[src/rtl/mem_slot_if.sv]
// Slot request, loader and memory-port bundle between EX, the loader and the
// banked data memory. The scheduler takes the slave side.
interface mem_slot_if #(
    parameter int unsigned ADDR_W = 32
);
    // Pipeline slot requests
    logic              stall_in;
    logic              u_valid;
    logic              u_we;
    logic [ADDR_W-1:0] u_addr;
    logic [31:0]       u_wdata;
    logic              l_valid;
    logic              l_we;
    logic [ADDR_W-1:0] l_addr;
    logic [31:0]       l_wdata;
    // Program loader
    logic              ld_valid;
    logic [ADDR_W-1:0] ld_addr;
    logic [63:0]       ld_data;
    logic              ld_ready;
    // Upstream hold
    logic              interlock;
    // Memory ports and read tag
    logic [ADDR_W-1:0] mem_addra;
    logic [63:0]       mem_dina;
    logic [7:0]        mem_wea;
    logic [ADDR_W-1:0] mem_addrb;
    logic              rd_tag_valid;
    logic              rd_tag_slot;
    logic              rd_tag_lane;

    modport master (
        output stall_in, u_valid, u_we, u_addr, u_wdata,
        output l_valid, l_we, l_addr, l_wdata,
        output ld_valid, ld_addr, ld_data,
        input  ld_ready, interlock,
        input  mem_addra, mem_dina, mem_wea, mem_addrb,
        input  rd_tag_valid, rd_tag_slot, rd_tag_lane
    );

    modport slave (
        input  stall_in, u_valid, u_we, u_addr, u_wdata,
        input  l_valid, l_we, l_addr, l_wdata,
        input  ld_valid, ld_addr, ld_data,
        output ld_ready, interlock,
        output mem_addra, mem_dina, mem_wea, mem_addrb,
        output rd_tag_valid, rd_tag_slot, rd_tag_lane
    );
endinterface

[src/rtl/mem_slot_scheduler.sv]
// Maps the upper/lower slot memory ops of a bundle onto write port A and read
// port B, serialising conflicting pairs over two cycles. Idle port-A cycles go
// to the program loader. A delayed tag tells writeback who owns mem_doutb.
module mem_slot_scheduler #(
    parameter int unsigned ADDR_W   = 32,
    parameter int unsigned READ_LAT = 3
) (
    input  logic      clk,
    input  logic      rstn,
    mem_slot_if.slave bus
);
    typedef enum logic [0:0] {StIdle, StSecond} state_t;

    typedef struct packed {
        logic valid;
        logic slot;
        logic lane;
    } tag_t;

    state_t state;
    logic   conflict;
    logic   issue_u;
    logic   issue_l;
    logic   store_u;
    logic   store_l;
    logic   load_u;
    logic   load_l;
    logic   loader_go;
    tag_t   tag_new;
    tag_t   tag_pipe [READ_LAT+1];

    // Pairs that cannot share the two ports in one cycle (u-load/l-store is fine).
    always_comb begin
        conflict = bus.u_valid & bus.l_valid &
                   ((bus.u_we == bus.l_we) |
                    (bus.u_we & ~bus.l_we & (bus.u_addr == bus.l_addr)));
    end

    // Decide which slots issue this cycle, plus interlock, loader grant and new tag.
    always_comb begin
        issue_u       = 1'b0;
        issue_l       = 1'b0;
        bus.interlock = 1'b0;
        if (!bus.stall_in) begin
            unique case (state)
                StIdle: begin
                    if (conflict) begin
                        issue_u       = 1'b1;
                        bus.interlock = 1'b1;
                    end else begin
                        issue_u = bus.u_valid;
                        issue_l = bus.l_valid;
                    end
                end
                StSecond: issue_l = bus.l_valid;
            endcase
        end
        store_u      = issue_u & bus.u_we;
        store_l      = issue_l & bus.l_we;
        load_u       = issue_u & ~bus.u_we;
        load_l       = issue_l & ~bus.l_we;
        loader_go    = bus.ld_valid & ~bus.stall_in & ~(store_u | store_l);
        bus.ld_ready = loader_go;
        tag_new      = '0;
        if (load_u) begin
            tag_new = '{valid: 1'b1, slot: 1'b0, lane: bus.u_addr[0]};
        end else if (load_l) begin
            tag_new = '{valid: 1'b1, slot: 1'b1, lane: bus.l_addr[0]};
        end
    end

    // Slot FSM and registered memory port outputs; stall freezes the state.
    always_ff @(posedge clk or negedge rstn) begin
        if (!rstn) begin
            state         <= StIdle;
            bus.mem_wea   <= '0;
            bus.mem_addra <= '0;
            bus.mem_dina  <= '0;
            bus.mem_addrb <= '0;
        end else begin
            if (!bus.stall_in) begin
                unique case (state)
                    StIdle:   if (conflict) state <= StSecond;
                    StSecond: state <= StIdle;
                endcase
            end
            bus.mem_wea <= 8'h00;
            if (store_u) begin
                bus.mem_addra <= bus.u_addr;
                bus.mem_dina  <= {bus.u_wdata, bus.u_wdata};
                bus.mem_wea   <= bus.u_addr[0] ? 8'hF0 : 8'h0F;
            end else if (store_l) begin
                bus.mem_addra <= bus.l_addr;
                bus.mem_dina  <= {bus.l_wdata, bus.l_wdata};
                bus.mem_wea   <= bus.l_addr[0] ? 8'hF0 : 8'h0F;
            end else if (loader_go) begin
                bus.mem_addra <= bus.ld_addr;
                bus.mem_dina  <= bus.ld_data;
                bus.mem_wea   <= 8'hFF;
            end
            if (load_u) begin
                bus.mem_addrb <= bus.u_addr;
            end else if (load_l) begin
                bus.mem_addrb <= bus.l_addr;
            end
        end
    end

    // Tag pipe: stage 0 loads alongside mem_addrb, last stage lines up with mem_doutb.
    always_ff @(posedge clk or negedge rstn) begin
        if (!rstn) begin
            for (int unsigned i = 0; i <= READ_LAT; i++) begin
                tag_pipe[i] <= '0;
            end
        end else begin
            tag_pipe[0] <= tag_new;
            for (int unsigned i = 1; i <= READ_LAT; i++) begin
                tag_pipe[i] <= tag_pipe[i-1];
            end
        end
    end

    assign bus.rd_tag_valid = tag_pipe[READ_LAT].valid;
    assign bus.rd_tag_slot  = tag_pipe[READ_LAT].slot;
    assign bus.rd_tag_lane  = tag_pipe[READ_LAT].lane;
endmodule
[src/flat_wrapper.sv]
// flat-port wrapper written by rule: the top's interface ports become plain ports
module mem_slot_scheduler_flat 
#(
    parameter int unsigned ADDR_W   = 32,
    parameter int unsigned READ_LAT = 3
)
  (clk, rstn, bus_stall_in, bus_u_valid, bus_u_we, bus_u_addr, bus_u_wdata, bus_l_valid, bus_l_we, bus_l_addr, bus_l_wdata, bus_ld_valid, bus_ld_addr, bus_ld_data, bus_ld_ready, bus_interlock, bus_mem_addra, bus_mem_dina, bus_mem_wea, bus_mem_addrb, bus_rd_tag_valid, bus_rd_tag_slot, bus_rd_tag_lane);
  mem_slot_if #(.ADDR_W(ADDR_W)) bus_i ();
  input  logic clk;
  input  logic rstn;
  input wire logic [$bits(bus_i.stall_in)-1:0] bus_stall_in;
  input wire logic [$bits(bus_i.u_valid)-1:0] bus_u_valid;
  input wire logic [$bits(bus_i.u_we)-1:0] bus_u_we;
  input wire logic [$bits(bus_i.u_addr)-1:0] bus_u_addr;
  input wire logic [$bits(bus_i.u_wdata)-1:0] bus_u_wdata;
  input wire logic [$bits(bus_i.l_valid)-1:0] bus_l_valid;
  input wire logic [$bits(bus_i.l_we)-1:0] bus_l_we;
  input wire logic [$bits(bus_i.l_addr)-1:0] bus_l_addr;
  input wire logic [$bits(bus_i.l_wdata)-1:0] bus_l_wdata;
  input wire logic [$bits(bus_i.ld_valid)-1:0] bus_ld_valid;
  input wire logic [$bits(bus_i.ld_addr)-1:0] bus_ld_addr;
  input wire logic [$bits(bus_i.ld_data)-1:0] bus_ld_data;
  output wire logic [$bits(bus_i.ld_ready)-1:0] bus_ld_ready;
  output wire logic [$bits(bus_i.interlock)-1:0] bus_interlock;
  output wire logic [$bits(bus_i.mem_addra)-1:0] bus_mem_addra;
  output wire logic [$bits(bus_i.mem_dina)-1:0] bus_mem_dina;
  output wire logic [$bits(bus_i.mem_wea)-1:0] bus_mem_wea;
  output wire logic [$bits(bus_i.mem_addrb)-1:0] bus_mem_addrb;
  output wire logic [$bits(bus_i.rd_tag_valid)-1:0] bus_rd_tag_valid;
  output wire logic [$bits(bus_i.rd_tag_slot)-1:0] bus_rd_tag_slot;
  output wire logic [$bits(bus_i.rd_tag_lane)-1:0] bus_rd_tag_lane;
  assign bus_i.stall_in = bus_stall_in;
  assign bus_i.u_valid = bus_u_valid;
  assign bus_i.u_we = bus_u_we;
  assign bus_i.u_addr = bus_u_addr;
  assign bus_i.u_wdata = bus_u_wdata;
  assign bus_i.l_valid = bus_l_valid;
  assign bus_i.l_we = bus_l_we;
  assign bus_i.l_addr = bus_l_addr;
  assign bus_i.l_wdata = bus_l_wdata;
  assign bus_i.ld_valid = bus_ld_valid;
  assign bus_i.ld_addr = bus_ld_addr;
  assign bus_i.ld_data = bus_ld_data;
  assign bus_ld_ready = bus_i.ld_ready;
  assign bus_interlock = bus_i.interlock;
  assign bus_mem_addra = bus_i.mem_addra;
  assign bus_mem_dina = bus_i.mem_dina;
  assign bus_mem_wea = bus_i.mem_wea;
  assign bus_mem_addrb = bus_i.mem_addrb;
  assign bus_rd_tag_valid = bus_i.rd_tag_valid;
  assign bus_rd_tag_slot = bus_i.rd_tag_slot;
  assign bus_rd_tag_lane = bus_i.rd_tag_lane;
  mem_slot_scheduler #(.ADDR_W(ADDR_W), .READ_LAT(READ_LAT)) u_core (.clk(clk), .rstn(rstn), .bus(bus_i));
endmodule
[config.mk]
export PLATFORM = sky130hd
export DESIGN_NAME = mem_slot_scheduler_flat
export DESIGN_NICKNAME = d
export VERILOG_FILES = /design/src/rtl/mem_slot_if.sv /design/src/rtl/mem_slot_scheduler.sv /design/src/flat_wrapper.sv
export SDC_FILE = /design/constraint.sdc
export NUM_CORES = 1
export LEC_CHECK = 0
export ABC_AREA = 0
export BUFFER_PORTS_ARGS = -buffer_cell sky130_fd_sc_hd__buf_2
export CAP_MARGIN = 20
export CORE_MARGIN = 2
export CORE_UTILIZATION = 35
export DETAILED_ROUTE_END_ITERATION = 12
export GPL_TIMING_DRIVEN = 0
export PLACE_DENSITY = 0.68
export SYNTH_ARGS = -nofsm -noshare
export SYNTH_HDL_FRONTEND = slang
export SYNTH_SLANG_ARGS = --single-unit
[constraint.sdc]
create_clock -name clk -period 2.5 [get_ports clk]
set_input_delay 0.5 -clock clk [delete_from_list [all_inputs] [get_ports clk]]
set_output_delay 0.5 -clock clk [all_outputs]
set_load 0.01 [all_outputs]
==> reports/summary.txt <==
status: completed
clk sinks: 143
largest net degree at the start of global routing: 74
Critical Path End Type: primary output
RR Endpoint: u_core.bus.mem_addra[21]
Slew headroom: 54.91%
Startpoint Class: input port
top_reg_cell synth: dfrtp_1
required time worst endpoint: 2.00 ns
final clock skew: 0.01244 ns
CP startpoint: bus_l_addr[28]
PortBufs: 371
most numerous cell in the Yosys netlist: nand2_1
layout cells sized above 1: 39.07%
die height: 145.7 um
top fanout value on the critical path: 4
root buf cell: clkbuf_16
top post-synthesis cells by area: dfrtp_1 (51%), nand2_1 (8.6%), nor2_1 (5.3%)
crit path to: bus_interlock
VDD IR-drop max: 0.0004583 V
DRC: 0
first-pass GRT wire length: 44.09 mm
Die W: 145.7 um
sequential fraction of the synthesis area: 50.89%
Yosys top cell by area: dfrtp_1
clk_lat worst skew: 0.43 ns
Clock transition at path regs: 0.07 ns
Critical R2R Launch: u_core.state
Final TNS setup: 0 ns
Mapped Avg Cell Area: 9.204 um^2
Ports: 373
Final #Nets: 1389
Placer Congestion: 0.9244
synth warn: 0
Post-synth top cells: nand2_1 (162), dfrtp_1 (143), nor2_1 (100)
fmax: 409.4 MHz
Max-Cap Viols: 0
Synth Register Bits: 143
row count: 51
syn_nets: 996
Tmin final: 2.443 ns
RSZ-0062 raised after global routing: true
HPWL Detailed: 22.53 mm
H-tree lvl count: 4
Max clock buf depth: 2
Starting Density: 35.89%
Vias/cell: 5.352
reg-to-reg slack, setup: 0.30 ns
Total GRT Usage: 26.91%
leakage power: 0.005000 uW
Pwr per Cell Area: 753.3 nW/um^2
vias in the first global route: 7719
Synth Instances: 764
WL/cell: 20.39 um
pre-CTS WS: -0.3726 ns
drt first pass iters: 5
Die ar.: 21240 um^2
Hold Crit Class: input port to async pin
Post-synth EDFFs: 0
initial DRC count: 415
Worst Path Arrival: 1.94 ns
Post-DRT Antenna Nets: 0
Final Hold Viols: 0
Period Utilization, post-route: 97.71%
Final Max Tran Viols: 0
initial antenna violation count: 4
FFs w/ async S/R, synth: 100.0%
critical setup path kind: input port to primary output
setup slack after layout: 0.05717 ns
layout overhead on the synthesized area: 41.94%
R2R depth: 7
Post-Syn Area: 7032 um^2
Synth top area share: 50.89%
hold buffers post-CTS: 0
total CTS buffers: 17
global route overflow: 0
routed vias: 7675
CTS tree: yes
Distinct cells, synth: 40
total length of routed wires: 29.24 mm
hold_ws: 0.06775 ns
Final Setup Violations: 0
Core ar.: 19590 um^2
Worst Tran Pin Value: 0.6727 ns
[worst min path at each step]
stage / from / to / slack [ns] / cells past startpoint
floorplan: rstn / u_core.bus.mem_addra[0] / 0.20 / 0
global placement: u_core.tag_pipe[11] / u_core.tag_pipe[8] / 0.33 / 0
detailed placement: u_core.tag_pipe[10] / u_core.tag_pipe[7] / 0.33 / 0
CTS: rstn / u_core.bus.mem_addra[14] / 0.08 / 2
global route: rstn / u_core.bus.mem_addra[16] / 0.09 / 2
finish: rstn / u_core.bus.mem_addra[14] / 0.07 / 2
[repair_timing]
action / CTS / global route
gates resized for setup: 9 / 12
endpoints found under the setup margin: 2 / 2
setup buffers: 2 / 1
pin swaps: 6 / 6
[cell usage in the layout (no fill, tap or decap), types with 3 or more instances in the layout]
master / Yosys / routed
clkbuf_1: 31 / 30
a221o_1: 27 / 27
o31ai_1: 31 / 31
clkbuf_16: 0 / 17
buf_4: 9 / 13
clkinv_2: 0 / 3
xor2_1: 32 / 30
o22ai_1: 31 / 31
a221o_2: 4 / 4
nor4_1: 8 / 3
nor2_1: 100 / 99
a21o_1: 3 / 3
dfrtp_1: 143 / 143
nor4_2: 0 / 4
a21oi_1: 69 / 69
nand2_1: 162 / 161
buf_6: 3 / 5
a22oi_1: 31 / 31
clkbuf_8: 0 / 3
a221oi_1: 32 / 32
buf_2: 18 / 385
[cells by family (layout without fill, tap and decap cells)]
family | after synthesis | count (layout) | synth area share, %
DFF | 143 | 143 | 50.89
xor gates and xnor gates | 32 | 32 | 3.986
buffers and inverters | 64 | 467 | 4.537
AOI/OAI and AO/OA | 237 | 237 | 24.04
and+or+nand+nor | 288 | 288 | 16.55
other | 0 | 2 | 0
[power breakdown]
part	internal, uW	switching [uW]	leakage, uW
clock	1540	1020	0.000288
combinational	850	1120	0.00305
sequential	2720	273	0.00166
total	5110	2410	0.00500
[final cells by class]
class	count	area, um^2
timing repair buffer	376	1949
clock inverter	9	110.1
fill	1926	9609
clock buffer	20	466.7
antenna	2	5.005
tap	265	331.6
buffer	61	306.5
inverter	1	3.754
multi-input combinational	557	3229
sequential	143	3578
[critical path, stage by stage]
cell	delay, ns
buf_4	0.14
xor2_4	0.16
nor4_4	0.34
nand4_1	0.24
nor2_4	0.21
o21ai_2	0.08
nor2_1	0.12
buf_2	0.14
[through the flow]
stage / utilization [%] / cell area, um^2 / std cells / total power, uW
6_report: 50.95 / 9981 / 1434 / 7518
5_1_grt: 50.95 / 9981 / 1434 / 7887
4_1_cts: 50.58 / 9908 / 1431 / 7549
3_5_place_dp: 47.38 / 9281 / 1402 / 4970
3_3_place_gp: 47.07 / 9220 / 1400 / 4928
2_1_floorplan: - / 7032 / 764 / 3954
[metal layers]
metal	routed length [um]	vias to the layer above	track usage (%)
met3	2426	67	7.179
met5	31	-	0
met1	11100	3666	31.45
met4	1043	4	12.11
met2	14630	410	46.30
li1	-	3528	-
[state kept, by name, summed over array words and instances, names as in the netlist]
register / cells
u_core.bus.rd_tag_slot: 1
u_core.bus.mem_wea: 2
u_core.bus.rd_tag_lane: 1
u_core.bus.mem_addrb: 32
u_core.bus.rd_tag_valid: 1
u_core.tag_pipe: 9
u_core.state: 1
u_core.bus.mem_dina: 64
u_core.bus.mem_addra: 32
Power figures use the tool's default switching activity.
